==> config.mk <==
export PLATFORM = sky130hd
export DESIGN_NAME = green_note_sprite_renderer
export DESIGN_NICKNAME = d
export VERILOG_FILES = /design/src/rtl/green_note_sprite_renderer.sv
export SDC_FILE = /design/constraint.sdc
export NUM_CORES = 1
export LEC_CHECK = 0
export BUFFER_PORTS_ARGS = -buffer_cell sky130_fd_sc_hd__buf_2
export CORE_ASPECT_RATIO = 0.8
export CORE_MARGIN = 2
export CORE_UTILIZATION = 37
export CTS_CLUSTER_DIAMETER = 100
export CTS_CLUSTER_SIZE = 40
export DETAILED_ROUTE_END_ITERATION = 8
export PLACE_DENSITY = 0.6
export SLEW_MARGIN = 20
export SYNTH_ARGS = -nofsm -noshare
export SYNTH_HDL_FRONTEND = slang
export SYNTH_SLANG_ARGS = --single-unit
==> constraint.sdc <==
create_clock -name Clk -period 5.9 [get_ports Clk]
set_input_delay 0.295 -clock Clk [delete_from_list [all_inputs] [get_ports Clk]]
set_output_delay 0.295 -clock Clk [all_outputs]
set_load 0.01 [all_outputs]
==> src/rtl/green_note_sprite_renderer.sv <==
// ---------------------------------------------------------------------------
// green_note_sprite_renderer
//
// Pixel-pipeline stage in front of the green note sprite frame RAM
// (4096 x 24, one-cycle registered read). For every scan position it decides
// whether the pixel lies on one of NOTES green note sprites in the green lane.
// It produces the sprite RAM read address, then colour-keys the returned RAM
// word into a registered sprite_on / sprite_rgb pair.
//
// Note positions are written into a shadow table at any time. They are copied
// into the active table only on frame_start, so a sprite never tears part way
// through a frame.
//
// Pipeline (inputs sampled at edge k):
//   edge k   : hit detection + address  -> read_address, hit_r1
//   edge k+1 : RAM registers ram_data;     hit_r1 -> hit_r2
//   edge k+2 : colour key               -> sprite_on, sprite_rgb
//
// Ports:
//   Clk          pixel clock
//   Reset_n      synchronous active-low reset
//   DrawX/DrawY  current scan column / row (10 bits each)
//   pix_valid    scan position is inside the visible area
//   frame_start  one-cycle pulse at vertical sync; commits shadow -> active
//   note_we      shadow table write strobe
//   note_idx     shadow entry to write
//   note_y       top row of the note sprite
//   note_vld     valid flag written together with note_y
//   read_address sprite RAM read address (row*64 + col, bit 12 always 0)
//   ram_data     sprite RAM read data
//   sprite_on    opaque green-note pixel (registered)
//   sprite_rgb   pixel colour, 0 when sprite_on is 0 (registered)
// ---------------------------------------------------------------------------
module green_note_sprite_renderer #(
    parameter int          NOTES      = 4,
    parameter int          LANE_X     = 160,
    parameter int          SPR_DIM    = 64,
    parameter logic [23:0] TRANSP_KEY = 24'hFF00FF,
    localparam int         IDX_W      = (NOTES > 1) ? $clog2(NOTES) : 1
) (
    input  logic             Clk,
    input  logic             Reset_n,
    input  logic [9:0]       DrawX,
    input  logic [9:0]       DrawY,
    input  logic             pix_valid,
    input  logic             frame_start,
    input  logic             note_we,
    input  logic [IDX_W-1:0] note_idx,
    input  logic [9:0]       note_y,
    input  logic             note_vld,
    output logic [12:0]      read_address,
    input  logic [23:0]      ram_data,
    output logic             sprite_on,
    output logic [23:0]      sprite_rgb
);

    // 11-bit bounds so that y + 63 near the bottom of the 10-bit range does
    // not wrap around and produce false hits / misses.
    localparam logic [10:0] LANE_LO  = 11'(LANE_X);
    localparam logic [10:0] LANE_HI  = 11'(LANE_X + SPR_DIM - 1);
    localparam logic [10:0] SPR_SPAN = 11'(SPR_DIM - 1);
    // Only the low six bits of the column offset reach the address, and those
    // depend only on the low six bits of the operands.
    localparam logic [5:0]  LANE_LO6 = 6'(LANE_X);

    logic [9:0]       shadow_y_r   [NOTES];
    logic [NOTES-1:0] shadow_vld_r;
    logic [9:0]       active_y_r   [NOTES];
    logic [NOTES-1:0] active_vld_r;

    logic             x_in_s;
    logic [NOTES-1:0] hit_s;
    logic             any_hit_s;
    logic [9:0]       y_win_s;
    logic [5:0]       row_s;
    logic [5:0]       col_s;
    logic [12:0]      addr_s;

    logic             hit_r1;
    logic             hit_r2;
    logic             opaque_s;

    // Shadow table: written by the note scheduler at any time.
    always_ff @(posedge Clk) begin
        if (!Reset_n) begin
            for (int i = 0; i < NOTES; i++) begin
                shadow_y_r[i] <= 10'd0;
            end
            shadow_vld_r <= '0;
        end else if (note_we && (int'(note_idx) < NOTES)) begin
            shadow_y_r[note_idx]   <= note_y;
            shadow_vld_r[note_idx] <= note_vld;
        end
    end

    // Active table: takes the pre-edge shadow contents at frame start, so a
    // simultaneous note_we waits for the following frame.
    always_ff @(posedge Clk) begin
        if (!Reset_n) begin
            for (int i = 0; i < NOTES; i++) begin
                active_y_r[i] <= 10'd0;
            end
            active_vld_r <= '0;
        end else if (frame_start) begin
            for (int i = 0; i < NOTES; i++) begin
                active_y_r[i] <= shadow_y_r[i];
            end
            active_vld_r <= shadow_vld_r;
        end
    end

    // Per-entry hit test against the active table.
    always_comb begin
        x_in_s = ({1'b0, DrawX} >= LANE_LO) && ({1'b0, DrawX} <= LANE_HI);
        hit_s  = '0;
        for (int i = 0; i < NOTES; i++) begin
            hit_s[i] = pix_valid && active_vld_r[i] && x_in_s
                       && ({1'b0, DrawY} >= {1'b0, active_y_r[i]})
                       && ({1'b0, DrawY} <= ({1'b0, active_y_r[i]} + SPR_SPAN));
        end
    end

    // Priority select: scanning downwards lets the lowest hitting index win.
    always_comb begin
        any_hit_s = 1'b0;
        y_win_s   = 10'd0;
        for (int i = NOTES - 1; i >= 0; i--) begin
            if (hit_s[i]) begin
                any_hit_s = 1'b1;
                y_win_s   = active_y_r[i];
            end else begin
                any_hit_s = any_hit_s;
                y_win_s   = y_win_s;
            end
        end
    end

    // Sprite-local address; forced to 0 on a miss.
    always_comb begin
        row_s = DrawY[5:0] - y_win_s[5:0];
        col_s = DrawX[5:0] - LANE_LO6;
        if (any_hit_s) begin
            addr_s = {1'b0, row_s, col_s};
        end else begin
            addr_s = 13'd0;
        end
    end

    // Colour key on the RAM word returned for the pixel two edges back.
    always_comb begin
        opaque_s = hit_r2 && (ram_data != TRANSP_KEY);
    end

    // Pipeline registers: address/hit, hit delay, keyed output.
    always_ff @(posedge Clk) begin
        if (!Reset_n) begin
            read_address <= 13'd0;
            hit_r1       <= 1'b0;
            hit_r2       <= 1'b0;
            sprite_on    <= 1'b0;
            sprite_rgb   <= 24'h000000;
        end else begin
            read_address <= addr_s;
            hit_r1       <= any_hit_s;
            hit_r2       <= hit_r1;
            sprite_on    <= opaque_s;
            sprite_rgb   <= opaque_s ? ram_data : 24'h000000;
        end
    end

endmodule

==> Implementation_results.wiki <==
{| class="wikitable"
! Metric !! Value
|-
| Half-perimeter wire length after placement || around 13000 um
|-
| Gp weighted congestion || around 0.91
|-
| Count of endpoints failing hold in the final timing report || 0
|-
| Total Wirelength || between 15000 and 20000 um
|-
| Mean post-synth cell area || about 11 um2
|-
| Initial antenna violation count || 0
|-
| Overflow left after global routing || 0
|-
| Floorplan die height || roughly 130 um
|-
| Horizontal extent of the die || 160 um
|-
| Asr flop ratio synth || 0%
|-
| Main combinational cell family by area after synthesis || simple AND/OR/NAND/NOR gates
|-
| Number of cell instances on the worst register-to-register path || 23
|-
| Post-CTS clock slew at the launch and capture registers of the worst setup and hold paths || ~60 ps
|-
| Basic-gate share of the synthesized area counting and, or, nand and nor cells || 18.1%
|-
| Final number of setup-violating endpoints || 0
|-
| Arr. time, crit path || 5450 ps
|-
| Max-cap viol count || 0
|-
| Rel. slew slack || roughly a third
|-
| Post-synth top area share || 33.5%
|-
| Startpoint class of the critical path || flop
|-
| Starting density of the core || 37.8%
|-
| Diode insertion count for antenna repair || 0
|-
| Sequential cell area fraction in the yosys report || 46.6%
|-
| CTS sink count || about 130
|-
| Max-slew violation count || 0
|-
| Final non-filler cell area || ~8500 um2
|-
| Cells taking the most area after synthesis || sky130_fd_sc_hd__edfxtp_1 (34%), sky130_fd_sc_hd__ha_1 (16%), sky130_fd_sc_hd__dfxtp_1 (13%)
|-
| Master cell of the clock root buffer || sky130_fd_sc_hd__clkbuf_16
|-
| Share of the clock period used by the worst path || 87.5%
|-
| Synthesized instance count || ~670
|-
| Die ar. || between 20000 and 25000 um2
|-
| Static leakage || around 3.8 nW
|-
| Final Critical Period || between 5000 and 6000 ps
|-
| Compound-gate portion of the synthesized area || between 10% and 20%
|-
| Placeable core region || roughly 19000 um2
|-
| Worst setup path startpoint || active_y_r[2][0]$_SDFFCE_PN0P_
|-
| Share of synthesized cell area in full adder, half adder and majority cells || about 16%
|-
| Synth cell count leaders || sky130_fd_sc_hd__ha_1 (89), sky130_fd_sc_hd__edfxtp_1 (80), sky130_fd_sc_hd__inv_1 (52), sky130_fd_sc_hd__nor2_1 (52), sky130_fd_sc_hd__dfxtp_1 (47)
|-
| Xor and xnor fraction of the mapped netlist area || 4.16%
|-
| Overall track demand over capacity in global routing || roughly 18%
|-
| Worst voltage drop across the vdd grid || 0.000183 V
|-
| Wire length of the first global-routing pass || approximately 28000 um
|-
| Number of filler instances in the final layout || ~1800
|-
| Maximum number of pins on one net before global-route repair || 58
|-
| Layout cells sized above 1 || a little under a fifth
|-
| Worst-margin pin slew || ~980 ps
|-
| Antenna-violating nets left || 0
|-
| Setup Skew || 11.2 ps
|-
| Placement-stage cell area || a little under 8000 um2
|-
| Critical Path Sink Type || flop
|-
| Combined area of the multi-input logic cells || around 3500 um2
|-
| Routed wire per std cell || about 17 um
|-
| Number of storage elements in the synthesis netlist || between 100 and 150
|-
| Quantity of I/O buffers inserted on ports || between 90 and 100
|-
| Final-layout setup total negative slack || 0 ps
|-
| Number of synthesized flops with an enable pin || 80
|-
| Run status || finished, final reports clean
|-
| Longest Clk Path Bufs || 2
|-
| Crit path required time || 6180 ps
|-
| Total CTS buffers || 17
|-
| Area growth syn-to-layout || 19.0%
|-
| Number of remaining DRC errors || 0
|-
| Most used flip-flop cell after synthesis || sky130_fd_sc_hd__edfxtp_1
|-
| Number of library cell types mapped by synthesis || 64
|-
| RSZ-0062 raised after global routing || no
|-
| Number of vias after detailed routing || 5219
|-
| Detailed router's first-iteration violation count || 488
|-
| Post-synth net total || 820
|-
| Count of cells resized by post-cts repair || 0
|-
| Number of nets at the end of the flow || ~900
|-
| Post-CTS Setup Bufs || 0
|-
| Storage cell area || roughly 3300 um2
|-
| Multiplexer share of the synthesized area || approximately 1.1%
|-
| Via density per instance || 5.03
|-
| Top-level I/O count || 100
|-
| Cell with the most instances after synthesis || sky130_fd_sc_hd__ha_1
|-
| Detailed-routing iteration count for the pre-antenna-repair pass || 5
|-
| Worst setup path end || read_address[11]$_SDFF_PN0_
|-
| CTS Hold Bufs || 0
|-
| Clock latency at the later pin of the worst-skew pair || just over 400 ps
|-
| Hold/Removal Path Class || primary input to flop
|-
| Number of placement rows || 45
|-
| CTS tree || built
|-
| Synthesized cell area || between 7000 and 8000 um2
|-
| Maximum fanout encountered on the critical timing path || 8
|-
| Cell type with the largest total area after synthesis || sky130_fd_sc_hd__edfxtp_1
|-
| Endpoint of the lowest-slack register-to-register path || read_address[11]$_SDFF_PN0_
|-
| Max H-tree Level || 4
|-
| Maximum clock frequency || 194 MHz
|-
| Source of the worst register-to-register timing path || active_y_r[2][0]$_SDFFCE_PN0P_
|-
| Worst-case register-to-register setup slack || roughly 740 ps
|-
| Power density cells || 284 nW/um2
|-
| Setup CP Type || flop to flop
|-
| Number of warnings printed during yosys synthesis || 0
|-
| Vias in the first global route || 4920
|}
registers in the layout, summed over array words and instances, names as in the netlist:
| register | flops |
|---|---|
| sprite_on | 1 |
| hit_r2 | 1 |
| read_address | 12 |
| active_vld_r | 4 |
| shadow_y_r | 40 |
| hit_r1 | 1 |
| sprite_rgb | 24 |
| shadow_vld_r | 4 |
| active_y_r | 40 |
how the worst min path moves through the flow:
stage | start | endpoint | slack (ps) | cells after the start
3_3_place_gp | hit_r1$_SDFF_PN0_ | hit_r2$_SDFF_PN0_ | 420 | 1
2_1_floorplan | DrawX[5] | read_address[5]$_SDFF_PN0_ | 370 | 1
4_1_cts | DrawX[3] | read_address[3]$_SDFF_PN0_ | 70 | 2
5_1_grt | DrawX[4] | read_address[4]$_SDFF_PN0_ | 70 | 2
6_report | DrawX[3] | read_address[3]$_SDFF_PN0_ | 80 | 2
3_5_place_dp | hit_r1$_SDFF_PN0_ | hit_r2$_SDFF_PN0_ | 420 | 1
cell type report:
cell class | count | share of cell area (%)
Sequential cell | 127 | 39.2
Tap cell | 258 | 3.78
Inverter | 53 | 2.33
Clock buffer | 26 | 6.86
Multi-Input combinational cell | 469 | 41.6
Clock inverter | 6 | 0.396
Timing Repair Buffer | 99 | 5.84
critical path, cell delays in order, from the launching register on:
cell and delay, ps:
sky130_fd_sc_hd__edfxtp_1 410, sky130_fd_sc_hd__inv_1 120, sky130_fd_sc_hd__ha_1 240, sky130_fd_sc_hd__nand2b_4 60
sky130_fd_sc_hd__or4_4 450, sky130_fd_sc_hd__nand3_1 120, sky130_fd_sc_hd__xnor2_1 130, sky130_fd_sc_hd__ha_1 270
sky130_fd_sc_hd__nand4_1 110, sky130_fd_sc_hd__a211oi_1 60, sky130_fd_sc_hd__a2111oi_1 540, sky130_fd_sc_hd__o211ai_2 130
sky130_fd_sc_hd__nor2_2 340, sky130_fd_sc_hd__nor2_1 180, sky130_fd_sc_hd__a221o_1 330, sky130_fd_sc_hd__o221ai_1 120
sky130_fd_sc_hd__ha_1 290, sky130_fd_sc_hd__a21o_1 170, sky130_fd_sc_hd__a21o_1 190, sky130_fd_sc_hd__a21o_1 190
sky130_fd_sc_hd__a21oi_1 170, sky130_fd_sc_hd__xor2_1 200, sky130_fd_sc_hd__nand3_1 90, sky130_fd_sc_hd__nor3b_1 150
power by group:
part	internal (mW)	switching [mW]	leakage, nW
Clock	0.685	0.367	0.313
Combinational	0.147	0.199	2.28
Sequential	0.991	0.0319	1.21
per-layer routing:
| metal | vias to the layer above | part of all wire (%) | global-route usage, % |
|---|---|---|---|
| li1 | 2632 | - | - |
| met4 | 0 | 1.1 | 5.13 |
| met3 | 18 | 6.1 | 4.22 |
| met1 | 2406 | 53 | 27.9 |
| met5 | - | 0 | 0 |
| met2 | 163 | 40 | 23.5 |
cells in the final DEF (no fill, tap or decap), types with 3 or more instances in the layout:
| cell | instances |
|---|---|
| sky130_fd_sc_hd__buf_2 | 98 |
| sky130_fd_sc_hd__ha_1 | 89 |
| sky130_fd_sc_hd__edfxtp_1 | 80 |
| sky130_fd_sc_hd__inv_1 | 52 |
| sky130_fd_sc_hd__nor2_1 | 52 |
| sky130_fd_sc_hd__dfxtp_1 | 47 |
| sky130_fd_sc_hd__and3_1 | 40 |
| sky130_fd_sc_hd__and2_1 | 37 |
| sky130_fd_sc_hd__nand2_1 | 36 |
| sky130_fd_sc_hd__xnor2_1 | 32 |
| sky130_fd_sc_hd__clkbuf_16 | 22 |
| sky130_fd_sc_hd__nand4_1 | 16 |
| sky130_fd_sc_hd__o21ai_0 | 14 |
| sky130_fd_sc_hd__a21oi_1 | 14 |
| sky130_fd_sc_hd__nand3_1 | 12 |
| sky130_fd_sc_hd__a21o_1 | 12 |
| sky130_fd_sc_hd__nor3_1 | 10 |
| sky130_fd_sc_hd__a211oi_1 | 9 |
| sky130_fd_sc_hd__mux2i_1 | 8 |
| sky130_fd_sc_hd__nor2b_1 | 8 |
| sky130_fd_sc_hd__o21a_1 | 6 |
| sky130_fd_sc_hd__a221o_1 | 6 |
| sky130_fd_sc_hd__nand3b_1 | 6 |
| sky130_fd_sc_hd__a31oi_1 | 5 |
| sky130_fd_sc_hd__o2111ai_1 | 4 |
| sky130_fd_sc_hd__o221ai_1 | 4 |
| sky130_fd_sc_hd__nor4_1 | 3 |
| sky130_fd_sc_hd__a2111oi_0 | 3 |
| sky130_fd_sc_hd__clkinv_2 | 3 |
| sky130_fd_sc_hd__inv_4 | 3 |
logic make-up (layout without fill, tap and decap cells):
| logic type | Yosys count | count (layout) |
|---|---|---|
| AO/OA/AOI/OAI | 98 | 98 |
| XOR/XNOR | 34 | 34 |
| adder cells (fa/ha/maj) | 90 | 90 |
| buffers and inverters | 72 | 184 |
| flip-flops | 127 | 127 |
| multiplexers | 8 | 8 |
| other | 1 | 1 |
| AND/OR/NAND/NOR | 238 | 238 |
per-stage QoR:
stage	total power, mW	utilization (%)	setup WS [ps]	hold slack [ps]	cells
floorplan	1.27	-	1160	367	668
global placement	1.38	41.7	860	416	1006
detailed placement	1.38	41.7	747	425	1006
CTS	2.43	45.0	746	67.8	1038
global route	2.53	45.0	329	71.7	1038
finish	2.42	45.0	735	81.5	1038
Note: power is estimated with default switching activity, not from simulation.
